--- config.mk ---
export PLATFORM = sky130hd
export DESIGN_NAME = fetch_unit
export DESIGN_NICKNAME = d
export VERILOG_FILES = /design/src/rtl/fetch_unit_pkg.sv /design/src/rtl/fetch_unit_btb.sv /design/src/rtl/fetch_unit.sv
export SDC_FILE = /design/constraint.sdc
export NUM_CORES = 1
export LEC_CHECK = 0
export CAP_MARGIN = 20
export CELL_PAD_IN_SITES_DETAIL_PLACEMENT = 0
export CELL_PAD_IN_SITES_GLOBAL_PLACEMENT = 1
export CORE_MARGIN = 2
export CORE_UTILIZATION = 53
export CTS_CLUSTER_SIZE = 8
export DETAILED_ROUTE_END_ITERATION = 8
export MAX_ROUTING_LAYER = met4
export PLACE_DENSITY = 0.83
export SLEW_MARGIN = 20
export SYNTH_ARGS = -nofsm -noshare
export SYNTH_HDL_FRONTEND = slang
export SYNTH_SLANG_ARGS = --single-unit
--- constraint.sdc ---
create_clock -name CLK -period 6.8 [get_ports CLK]
set_input_delay 1.36 -clock CLK [delete_from_list [all_inputs] [get_ports CLK]]
set_output_delay 1.36 -clock CLK [all_outputs]
set_load 0.005 [all_outputs]
--- src/rtl/fetch_unit_pkg.sv ---
// Shared constants and types for the fetch unit and its branch target buffer.
// Holds the reset PC default, BTB geometry and the 2-bit direction counter type.
package fetch_unit_pkg;

  localparam logic [31:0] RESET_PC_DEFAULT    = 32'h0000_0000;
  localparam int unsigned BTB_ENTRIES_DEFAULT = 16;
  localparam int unsigned BTB_IDX_W           = $clog2(BTB_ENTRIES_DEFAULT);
  localparam int unsigned BTB_TAG_W           = 30 - BTB_IDX_W;
  localparam int unsigned BTB_TGT_W           = 30;

  typedef enum logic [1:0] {
    STRONG_NT = 2'b00,
    WEAK_NT   = 2'b01,
    WEAK_T    = 2'b10,
    STRONG_T  = 2'b11
  } ctr_t;

  // Saturating step of the direction counter toward the resolved outcome.
  function automatic ctr_t ctr_next(input ctr_t cur, input logic taken);
    ctr_t nxt;
    nxt = cur;
    unique case (cur)
      STRONG_NT: nxt = taken ? WEAK_NT  : STRONG_NT;
      WEAK_NT:   nxt = taken ? WEAK_T   : STRONG_NT;
      WEAK_T:    nxt = taken ? STRONG_T : WEAK_NT;
      STRONG_T:  nxt = taken ? STRONG_T : WEAK_T;
      default:   nxt = cur;
    endcase
    return nxt;
  endfunction

endpackage

--- src/rtl/fetch_unit_btb.sv ---
// Direct-mapped branch target buffer: combinational lookup on the fetch PC,
// single update port written on the clock edge (reads see pre-update state).
module branch_target_buffer
  import fetch_unit_pkg::*;
#(
  parameter int unsigned ENTRIES = BTB_ENTRIES_DEFAULT
) (
  input  logic                 clk,
  input  logic                 rst_n,
  input  logic [29:0]          lookup_pc,
  output logic                 lookup_taken,
  output logic [BTB_TGT_W-1:0] lookup_target,
  input  logic                 update_en,
  input  logic [29:0]          update_pc,
  input  logic [BTB_TGT_W-1:0] update_target,
  input  logic                 update_taken
);

  localparam int unsigned IDX_W = $clog2(ENTRIES);
  localparam int unsigned TAG_W = 30 - IDX_W;

  logic [ENTRIES-1:0]   valid_q;
  logic [TAG_W-1:0]     tag_q    [ENTRIES];
  logic [BTB_TGT_W-1:0] target_q [ENTRIES];
  ctr_t                 ctr_q    [ENTRIES];

  logic [IDX_W-1:0] lk_idx;
  logic [TAG_W-1:0] lk_tag;
  logic             lk_hit;
  logic [IDX_W-1:0] up_idx;
  logic [TAG_W-1:0] up_tag;
  logic             up_hit;
  logic             up_write;

  always_comb begin
    lk_idx        = lookup_pc[IDX_W-1:0];
    lk_tag        = lookup_pc[29:IDX_W];
    lk_hit        = valid_q[lk_idx] && (tag_q[lk_idx] == lk_tag);
    lookup_taken  = lk_hit && ctr_q[lk_idx][1];
    lookup_target = target_q[lk_idx];
  end

  always_comb begin
    up_idx   = update_pc[IDX_W-1:0];
    up_tag   = update_pc[29:IDX_W];
    up_hit   = valid_q[up_idx] && (tag_q[up_idx] == up_tag);
    // A not-taken miss leaves the entry alone; every other update writes it.
    up_write = update_en && (up_hit || update_taken);
  end

  always_ff @(posedge clk or negedge rst_n) begin
    if (!rst_n) begin
      valid_q <= '0;
    end else if (up_write) begin
      valid_q[up_idx] <= 1'b1;
    end
  end

  // Payload needs no reset: it is only observable through a set valid bit.
  always_ff @(posedge clk) begin
    if (up_write) begin
      tag_q[up_idx] <= up_tag;
      if (update_taken) begin
        target_q[up_idx] <= update_target;
      end
      ctr_q[up_idx] <= up_hit ? ctr_next(ctr_q[up_idx], update_taken) : WEAK_T;
    end
  end

endmodule

--- src/rtl/fetch_unit.sv ---
// Instruction fetch PC generation: PC register, fetch-valid flag and next-PC
// selection between redirect, stall, BTB prediction and sequential fetch.
module fetch_unit
  import fetch_unit_pkg::*;
#(
  parameter logic [31:0] RESET_PC    = RESET_PC_DEFAULT,
  parameter int unsigned BTB_ENTRIES = BTB_ENTRIES_DEFAULT
) (
  input  logic        CLK,
  input  logic        RST,
  input  logic        Stall_En,
  input  logic        Redirect_En,
  input  logic [31:0] Redirect_PC,
  input  logic        Update_En,
  input  logic [31:0] Update_PC,
  input  logic [31:0] Update_Target,
  input  logic        Update_Taken,
  output logic [31:0] PC_F,
  output logic [31:0] PC_Plus_4_F,
  output logic        Predict_Taken_F,
  output logic        Valid_F
);

  logic [29:0]          pc_q;
  logic [29:0]          pc_next;
  logic                 valid_q;
  logic                 btb_taken;
  logic [BTB_TGT_W-1:0] btb_target;
  logic                 unused_low_bits;

  assign unused_low_bits = ^{Redirect_PC[1:0], Update_PC[1:0], Update_Target[1:0]};

  branch_target_buffer #(
    .ENTRIES (BTB_ENTRIES)
  ) u_btb (
    .clk           (CLK),
    .rst_n         (RST),
    .lookup_pc     (pc_q),
    .lookup_taken  (btb_taken),
    .lookup_target (btb_target),
    .update_en     (Update_En),
    .update_pc     (Update_PC[31:2]),
    .update_target (Update_Target[31:2]),
    .update_taken  (Update_Taken)
  );

  assign PC_F            = {pc_q, 2'b00};
  assign PC_Plus_4_F     = PC_F + 32'd4;
  assign Valid_F         = valid_q;
  assign Predict_Taken_F = btb_taken && valid_q;

  // The reset PC is held until the first edge that marks it a real fetch.
  always_comb begin
    pc_next = PC_Plus_4_F[31:2];
    if (Redirect_En) begin
      pc_next = Redirect_PC[31:2];
    end else if (Stall_En || !valid_q) begin
      pc_next = pc_q;
    end else if (Predict_Taken_F) begin
      pc_next = btb_target;
    end
  end

  always_ff @(posedge CLK or negedge RST) begin
    if (!RST) begin
      pc_q    <= RESET_PC[31:2];
      valid_q <= 1'b0;
    end else begin
      pc_q    <= pc_next;
      valid_q <= 1'b1;
    end
  end

endmodule

### Word-level counts from Yosys, hierarchy flattened

Memory sizes are Yosys's and may differ from the RTL's.
Index checks and enable logic that the tools add are counted.

* muxes and demuxes: 21
* add/sub/neg operators: 1
* magnitude comparators: 3
* bitwise logic cells: 1
* reductions and logical operators: 10
* equal/unequal tests: 6

Operator list (number)
* $mux 30: 3
* $eq 26x26->1: 2
* $add 32x3->32 const B: 1
* $or 16x16->16: 1
* $lt 4x5->1 const B: 2
* $mux 1: 10
* $bmux 1 s4: 2
* $mux 2: 4
* $pmux 2 s4: 1
* $logic_and 1x1->1: 6
* $demux 1 s4: 1
* $eq 2x2->1 const B: 2
* $ge 4x1->1 const B: 1
* $eq 2x1->1 const B: 1
* $logic_not 2->1: 1
* $logic_or 1x1->1: 2
* $ne 2x2->1 const B: 1
* $logic_not 1->1: 1

* memory bits (writable): 928
* memories kept: 3
* word-level logic and storage cells: 48
* bits in registers: 47
* bits of input ports: 102
* output and inout bits: 66

Memories
* u_btb.target_q: depth 16, width 30, read ports 1, clocked after memory_dff 0, write ports 1, line fetch_unit_btb.sv:24 `logic [BTB_TGT_W-1:0] target_q [ENTRIES];`
* u_btb.tag_q: depth 16, width 26, read ports 2, clocked after memory_dff 0, write ports 1, line fetch_unit_btb.sv:23 `logic [TAG_W-1:0] tag_q [ENTRIES];`
* u_btb.ctr_q: depth 16, width 2, read ports 2, clocked after memory_dff 0, write ports 1, line fetch_unit_btb.sv:25 `ctr_t ctr_q [ENTRIES];`

### Logic depth before layout (Yosys ltp)

Gate-level depths: netlist of run 1.

* depth after elaboration: 8
* depth in mapped cells: 16
* gate-level depth less buffers: 9

### Cells and area by module

From an unflattened synthesis of run 1, not the netlist that was laid out.

* cell total of the unflattened synthesis: 2128
* area, all modules: 42733.5 um2

Modules (own cells, without submodules)
* branch_target_buffer: area an instance 40371.2 um2, sequential area each 28267.1 um2, instances 1, cells each 1840
* fetch_unit: area an instance 2362.3 um2, sequential area each 775.7 um2, instances 1, cells each 288

### Worst setup path after synthesis of run 1

Ideal clock, no wire load.

* kind: input to register
* start: in Update_PC[2]
* end: mem u_btb.ctr_q[6][0] (netlist bit), enable pin
* required time: 6306 ps
* arrival time: 6919 ps
* stages: 11
* slack: -613 ps
* setup time: 494 ps
* path buffers: 4
* cell sequence: buf_4 -> buf_2 -> buf_4 -> mux4_2 -> mux2_2 -> a222oi_1 -> a21oi_1 -> nor4_1 -> a31oi_1 -> buf_2 -> nor4b_1

* cells in the longest elaborated chain, start to end: 7
* elaborated cells on any way between the ends: 9
* classes of those cells: eq/ne: 1; mux: 4; reduce/logical: 3; memory: 1

Ends and longest elaborated chain
* from (decl): line fetch_unit.sv:15 `input logic [31:0] Update_PC,`
* $mem_v2 16x26 / $bmux 1 s4 (equally long branches)
* $eq 26x26->1 / $mux 1 (equally long branches): line fetch_unit_btb.sv:46 `up_hit = valid_q[up_idx] && (tag_q[up_idx] == up_tag);`
* $logic_and 1x1->1: line fetch_unit_btb.sv:46
* $logic_or 1x1->1: line fetch_unit_btb.sv:48 `up_write = update_en && (up_hit || update_taken);`
* $logic_and 1x1->1: line fetch_unit_btb.sv:48
* $mux 1: line fetch_unit_btb.sv:61 `if (up_write) begin`
* $mux 1: line fetch_unit_btb.sv:66 `ctr_q[up_idx] <= up_hit ? ctr_next(ctr_q[up_idx], update_taken) : WEAK_T;`
* to (decl): line fetch_unit_btb.sv:25

Several ways; a longest one is shown, not always the timed one. The select of a mux whose other input is x is not followed.

### Final worst setup path of run 1

* start: reg pc_q[0]
* end: out Predict_Taken_F

* cells in the longest elaborated chain, start to end: 5
* elaborated cells on any way between the ends: 8
* classes of those cells: eq/ne: 1; mux: 2; reduce/logical: 3; memory: 2

Ends and longest elaborated chain
* from (decl): line fetch_unit.sv:24 `logic [29:0] pc_q;`
* from (signal assigned): line fetch_unit.sv:66 `pc_q <= RESET_PC[31:2];`
* from (signal assigned): line fetch_unit.sv:69 `pc_q <= pc_next;`
* $mem_v2 16x26 / $bmux 1 s4 (equally long branches)
* $eq 26x26->1 / $mux 1 (equally long branches): line fetch_unit_btb.sv:38 `lk_hit = valid_q[lk_idx] && (tag_q[lk_idx] == lk_tag);`
* $logic_and 1x1->1: line fetch_unit_btb.sv:38
* $logic_and 1x1->1 (*): line fetch_unit_btb.sv:39 `lookup_taken = lk_hit && ctr_q[lk_idx][1];`
* $logic_and 1x1->1 (*): line fetch_unit.sv:50 `assign Predict_Taken_F = btb_taken && valid_q;`
* to (decl): line fetch_unit.sv:20 `output logic Predict_Taken_F,`

Mark *: on every way between the ends. The rest lies on a longest branch, timed or not. The select of a mux whose other input is x is not followed.

==> results.txt, run 1 <==
Slew headroom - 0.294
Synth Warn # - 0
Crit path launch - pc_q[0]$_DFFE_PN0P_
Startpoint types - register
Power per cell area - 298 mW/mm^2
Wire length of the first global-routing pass - 180000 um
CTS tree - done
Post-CTS Hold Buffers - 0
Overflow after GRT - 0
Vias per Instance - 6.93
PnR worst setup slack - 281 ps
Crit end category - output pin
Max Clock Skew - 59.0 ps
Drt total wl - 126000 um
Least-Margin Pin Slew - 1060 ps
CTS Buf Count - 140
Final nets - 2646
Routed wire per std cell - 34.3 um
Yosys cell types - 67
Initial Util - 0.535
Core Area - 0.0805 mm^2
Final setup vio count - 0
CTS HTree Levels - 4
Final period util - 0.959
Number of global-route vias before repair - 25700
DRT antenna net count - 0
RR Startpoint - pc_q[0]$_DFFE_PN0P_
Die width - 289 um
Hold path start - u_btb.valid_q[13]$_DFFE_PN0N_
Setup TNS Final - 0 ps
Crit Path Max Fanout - 42
GPL Wtd Cong - 0.965
Clock root buffer - clkbuf_16
Final Cell Area - 0.0504 mm^2
Final HPWL DP - 75700 um
Drt drc - 0
Vias - 25400
WP data arrival - 5160 ps
Top_reg_cell synth - edfxtp_1
Ports - 168
Port bufs - 157
Filler instances - 5389
Syn_area_per_cell - 18.8 um^2
CTS Sinks - 975
Worst Setup EP - Predict_Taken_F
P_leak - 16.3 nW
Pin count of the biggest net entering global routing - 64
Register area share after synthesis - 0.674
RR Endpoint - pc_q[21]$_DFFE_PN0P_
Status - finished clean
Initial antenna violation count - 7
Worst hold path class - register to register
FF+latch count, synth - 975
Area grow syn2layout - 17.0%
Total power - 15.0 mW
Max-slew violation count - 0
Dpl ws - 564 ps
Clk slew on worst S/H paths - 50 ps
Setup bufs post-CTS - 0
DIE AREA - 0.0836 mm^2
RSZ-0062 raised after global routing - false
Drt pass-1 iters - 7
Max Cap Viol - 0
Kind of critical path - register to output pin
Hold Violations, Final - 0
Share of layout cells above drive strength 1 - 0.265
Worst Path Required - 5440 ps
Die Ht - 289 um
Worst-skew pair later-pin latency - 750 ps
Cell Rows - 104
CTS max path bufs - 3
R2R setup slack - 1920 ps
Fin crit period - 6520 ps
Max VDD drop - 216 uV
Post-Synthesis Cells - 2297
Netlist area before placement - 0.0431 mm^2
Asr flop ratio synth - 0.0482
Reg2Reg Depth - 9
GRT Total Usage - 0.316
Fmax achieved - 153 MHz
Worst hold margin - 503 ps
DP Area - 0.0462 mm^2
Post-synth EDFFs - 928
# resized after CTS - 0
DRT iter0 DRCs - 3780
## kinds of logic after synthesis
group	synth area share
flip-flops	0.674
XOR/XNOR	0.0191
AO/OA/AOI/OAI	0.0293
AND/OR/NAND/NOR	0.0440
adder cells (fa/ha/maj)	0.000290
other	0.000174
buffers and inverters	0.0209
multiplexers	0.212
## metal layers
metal	GRT usage	share of wire	vias up
met5	-	0	-
li1	-	-	9966
met2	0.465	0.47	1981
met3	0.0820	0.12	295
met4	0.125	0.037	0
met1	0.426	0.37	13100
## layout by cell type (no fill, tap or decap), types with 6 or more instances in the layout
cell type,netlist,layout
xnor2_1,63,63
dfrtp_1,47,43
or4_1,7,7
nand4_1,13,13
edfxtp_1,928,928
nand3_1,28,28
nor2b_1,6,6
inv_1,24,24
a21oi_1,43,43
diode_2,0,6
mux2i_1,105,105
a22oi_1,22,22
nor2_4,0,21
clkbuf_1,75,41
o211ai_1,9,9
nand2_1,139,139
mux2_2,9,9
o21ai_0,41,41
nor2_1,58,37
nor4b_2,0,8
nor3_1,47,43
xor2_1,31,31
buf_4,17,92
clkinv_16,0,11
o31ai_1,10,10
and3_1,13,13
or3_1,27,27
mux4_2,354,354
clkdlybuf4s50_1,0,152
or2_2,17,17
o22ai_1,10,10
clkbuf_16,0,140
## critical path, stage by stage (launching register included)
cell and delay [ps]:
dfrtp_4 1030, mux4_2 630, mux2i_1 410, xor2_1 380, o2111ai_1 360, or3b_2 570
nor4b_1 270, buf_4 190, clkdlybuf4s50_1 490
## registers in the layout, indices dropped and copies added (netlist names)
register and cells:
Valid_F 1, u_btb.tag_q 416, pc_q 30, u_btb.ctr_q 32
u_btb.target_q 480, u_btb.valid_q 16
## worst min-delay path by stage
stage | endpoint | slack, ps | depth (start not counted)
after detailed placement | u_btb.valid_q[2]$_DFFE_PN0N_ | 480 | 1
after CTS | u_btb.valid_q[2]$_DFFE_PN0N_ | 500 | 1
after global placement | u_btb.valid_q[10]$_DFFE_PN0N_ | 480 | 1
after global routing | u_btb.valid_q[13]$_DFFE_PN0N_ | 520 | 1
after floorplan | u_btb.valid_q[15]$_DFFE_PN0N_ | 450 | 1
final | u_btb.valid_q[13]$_DFFE_PN0N_ | 500 | 1
## Yosys cell counts (all sizes together), types with 3 or more instances
cell | n | share of area
a211oi | 5 | 0.00087
a21oi | 43 | 0.0050
a221oi | 4 | 0.00081
a222oi | 3 | 0.00070
a22oi | 22 | 0.0038
a31oi | 4 | 0.00058
and2 | 4 | 0.00058
and3 | 13 | 0.0019
and4 | 5 | 0.0010
buf | 79 | 0.012
clkbuf | 75 | 0.0065
dfrtp | 47 | 0.027
edfxtp | 928 | 0.65
inv | 27 | 0.0024
mux2 | 9 | 0.0024
mux2i | 105 | 0.024
mux4 | 354 | 0.19
nand2 | 139 | 0.012
nand2b | 5 | 0.00073
nand3 | 28 | 0.0033
nand4 | 13 | 0.0019
nor2 | 58 | 0.0051
nor2b | 6 | 0.00087
nor3 | 47 | 0.0055
nor4 | 5 | 0.0010
nor4b | 9 | 0.0018
o2111ai | 5 | 0.0012
o211ai | 9 | 0.0016
o21ai | 41 | 0.0048
o21bai | 3 | 0.00052
o22ai | 10 | 0.0015
o2bb2ai | 4 | 0.00081
o31ai | 11 | 0.0020
o41ai | 4 | 0.00081
or2 | 17 | 0.0025
or3 | 27 | 0.0039
or4 | 7 | 0.0012
xnor2 | 63 | 0.013
xor2 | 31 | 0.0063
## report_power, final
part / switching [mW] / total (mW) / internal [mW]
clock network: 2.63 / 6.42 / 3.79
logic: 0.907 / 1.71 / 0.805
registers: 0.184 / 6.88 / 6.70
total: 3.72 / 15.0 / 11.3
## stage by stage
step,std cells,utilization
after floorplan,2300,-
after global placement,3458,0.574
after detailed placement,3458,0.574
after CTS,3655,0.624
after global routing,3664,0.625
final,3664,0.625
## layout make-up
type	instances	area [um^2]	share of cell area
timing repair buffer	255	2400	0.0476
antenna	6	15.0	0.000298
inverter	28	108	0.00214
clock buffer	181	3660	0.0726
clock inverter	16	408	0.00810
tap	1060	1330	0.0263
sequential	975	29100	0.577
multi-input combinational	1143	13400	0.266
(Power assumes the default switching activity.)
==> run 2: changes to the inputs <==
Settings changed: ABC_AREA set to 1, CORE_UTILIZATION 53 to 48, SLEW_MARGIN 20 to unset, TNS_END_PERCENT set to 50.
==> run 2 against run 1 <==
Routed wire length is 16% higher. Largest cell class unchanged. First-iteration DRC count is 13% higher. Fmax is 3.5% higher. Register-to-register slack better by 180 ps. Clock skew is 5.0 ps higher. Critical path depth is 5 higher. Die area is 15% higher. Final cell count is 66% higher. Core utilization is 6.2 points lower. Global-route usage is 0.75 points lower.
==> results.txt, run 2 <==
Status - finished clean
WP buf/inv - 3 (+1)
Util after Layout - 0.563 (-0.0622)
Clk pwr share - 0.427 (about the same)
Synth area leader - edfxtp_1
Sw Pwr - 4.10 mW (+10%)
Kind of cell adding the most delay to the critical path - simple AND/OR/NAND/NOR gates
Vias - 34900 (+38%)
Clock root buffer - clkbuf_16
DP Area - 0.0483 mm^2 (+4.5%)
Core Area - 0.0932 mm^2 (+16%)
Final HPWL DP - 84800 um (+12%)
Least-Margin Pin Slew - 1160 ps (+107 ps)
Routed wire per std cell - 24.1 um (-30%)
P_leak - 20.5 nW (+25%)
Combinational share of power - 0.129 (+0.015)
Ports - 168 (unchanged)
DRT iter0 DRCs - 4266 (+13%)
WP data arrival - 4940 ps (-220 ps)
PnR worst setup slack - 499 ps (+218 ps)
Die Ht - 311 um (+7.4%)
Synth top cells by count - nand2_1, edfxtp_1, inv_1
Post-synth EDFFs - 928 (unchanged)
Internal power - 11.1 mW (-1.5%)
CTS Buf Count - 140 (unchanged)
Most common cell in the netlist - nand2_1
Yosys top cell area share - 0.618 (-0.0293)
Final period util - 0.927 (-0.0321)
Fin crit period - 6300 ps (-218 ps)
Final setup vio count - 0 (unchanged)
Worst hold path class - register to register
Synth area leaders - edfxtp_1, nand2_1, nand3_1
Most common cell after layout, fill and taps aside - nand2_1
Post-CTS Hold Buffers - 0 (unchanged)
Number of global-route vias before repair - 33000 (+29%)
Max VDD drop - 254 uV (+18%)
Filler instances - 7847 (+46%)
Port bufs - 157 (unchanged)
Sequential Power Share - 0.445 (-0.013)
Max FFs per register - 480 (unchanged)
Register area share after synthesis - 0.644 (-0.0306)
DRT antenna net count - 0 (unchanged)
M1 wire length - 56000 um (+21%)
Post-Synthesis Cells - 4604 (+100%)
CP peak stage delay - 650 ps (-380 ps)
Sw frac - 0.269 (+0.0216)
Most used cell, CP - nand2_1
GRT Total Usage - 0.308 (-0.00753)
Overflow after GRT - 0 (unchanged)
Fmax achieved - 159 MHz (+3.5%)
Max Cap Viol - 0 (unchanged)
Drt total wl - 146000 um (+16%)
FF+latch count, synth - 975 (unchanged)
Share of layout cells above drive strength 1 - 0.0703 (-0.195)
Worst-skew pair later-pin latency - 770 ps (+20 ps)
Final Cell Area - 0.0525 mm^2 (+4.2%)
CTS max path bufs - 3 (unchanged)
Worst hold margin - 492 ps (-11.2 ps)
Syn_area_per_cell - 9.80 um^2 (-48%)
Netlist area before placement - 0.0451 mm^2 (+4.7%)
Wire length of the first global-routing pass - 214000 um (+19%)
Slew headroom - 0.222 (-0.0721)
Drt drc - 0 (unchanged)
DIE AREA - 0.0965 mm^2 (+15%)
Slowest cell on the critical path - inv_4
Clk slew on worst S/H paths - 50 ps (about the same)
Power per cell area - 290 mW/mm^2 (-2.7%)
Pin count of the biggest net entering global routing - 149 (+130%)
Crit end category - output pin
Top_reg_cell synth - edfxtp_1
Biggest regs - u_btb.target_q x480, u_btb.tag_q x416, u_btb.ctr_q x32
Synth Warn # - 0 (unchanged)
Top sig layer - met4
RSZ-0062 raised after global routing - false
Total power - 15.2 mW (+1.4%)
Area grow syn2layout - 16.3%
Hold Violations, Final - 0 (unchanged)
FF/Latch Area - 0.0291 mm^2 (about the same)
CTS HTree Levels - 4 (unchanged)
Max Clock Skew - 64.0 ps (+5.00 ps)
Yosys cell types - 38 (-43%)
Crit Path Max Fanout - 65 (+55%)
Setup bufs post-CTS - 0 (unchanged)
Final nets - 4853 (+83%)
CTS tree - done
GPL Wtd Cong - 0.939 (-2.7%)
Dpl ws - 1010 ps (+443 ps)
Max-slew violation count - 0 (unchanged)
Commonest non-fill, non-tap cells in the layout - nand2_1, edfxtp_1, nor2_1
Drt pass-1 iters - 7 (unchanged)
Initial antenna violation count - 12 (+5)
Cells after DPL - 5860 (+69%)
Fin cells - 6075 (+66%)
Cell Chain, Critical Path - inv_4 -> buf_12 -> o211ai_1 -> nand3_1 -> nand3_1 -> nand2_1 -> nand2_1 -> nand2_1 -> nand2_1 -> nor2_1 -> nand2_1 -> nor4_1 -> clkdlybuf4s50_1
# resized after CTS - 0 (unchanged)
DR WL met2 - 68400 um (+15%)
Met3 Wirelength - 13900 um (-8.6%)
Asr flop ratio synth - 0.0482 (unchanged)
Worst Path Required - 5440 ps (about the same)
Startpoint types - register
Cell Rows - 112 (+7.7%)
CTS Sinks - 975 (unchanged)
Setup TNS Final - 0 ps (unchanged)
Vias per Instance - 5.75 (-17%)
Most flops, register - u_btb.target_q
Die width - 311 um (+7.4%)
Initial Util - 0.484 (-0.0506)
Footprint of the multi-input gates - 0.0135 mm^2 (+0.35%)
Kind of critical path - register to output pin
[run 2: cells by family (layout without fill, tap and decap cells)]
logic type | Yosys count | in the layout | share of synthesized area
xor+xnor | 26 | 26 | 0.00505
other cells | 2 | 16 | 0.000166
fa+ha+maj | 1 | 1 | 0.000277
simple gates | 2280 | 2280 | 0.205
compound gates | 640 | 640 | 0.0840
buf+inv | 680 | 883 | 0.0616
flops | 975 | 975 | 0.644
[run 2: final cells by class]
type,instances,area share
clock buffer,187,0.0707
multi-input combinational,2952,0.256
inverter,419,0.0302
clock inverter,15,0.00794
tap,1254,0.0299
timing repair buffer,262,0.0508
antenna,11,0.000524
sequential,975,0.554
[run 2: final timing paths]
kind | from | endpoint | slack (ps) | cells past startpoint
min reg2reg | u_btb.valid_q[9]$_DFFE_PN0N_ | u_btb.valid_q[9]$_DFFE_PN0N_ | 490 | 2
max | pc_q[0]$_DFFE_PN0P_ | Predict_Taken_F | 500 | 13
max reg2reg | pc_q[0]$_DFFE_PN0P_ | pc_q[29]$_DFFE_PN0P_ | 2100 | 17
min | u_btb.valid_q[9]$_DFFE_PN0N_ | u_btb.valid_q[9]$_DFFE_PN0N_ | 490 | 2
max in group asynchronous | RST | pc_q[1]$_DFFE_PN0P_ | 5460 | 2
min in group asynchronous | RST | pc_q[29]$_DFFE_PN0P_ | 740 | 2
[run 2: power by group through the flow]
stage | clock [mW] | combinational [mW] | sequential [mW]
2_1_floorplan | 0 | 1.10 | 6.82
3_3_place_gp | 0 | 1.91 | 6.87
3_5_place_dp | 0 | 1.92 | 6.88
4_1_cts | 6.56 | 1.93 | 6.76
5_1_grt | 6.80 | 2.12 | 6.77
6_report | 6.49 | 1.96 | 6.76
[run 2: worst register-to-register path: stages, from the launching register on]
cell,delay (ps)
dfrtp_4,640
inv_4,650
buf_12,430
nand2_1,140
nand3_1,90
nand2_1,50
nand2_1,50
nand3_1,270
nand3_1,270
nand2_1,70
inv_1,60
nand2_1,80
nor2_1,110
nand2_1,120
nor2_2,810
nand3_1,470
nand3_1,230
nand2_1,70
[run 2: routing by layer]
metal,global-route usage,vias to the layer above
met2,0.477,1864
li1,-,16000
met4,0.164,0
met1,0.388,16800
met3,0.0558,354
met5,-,-
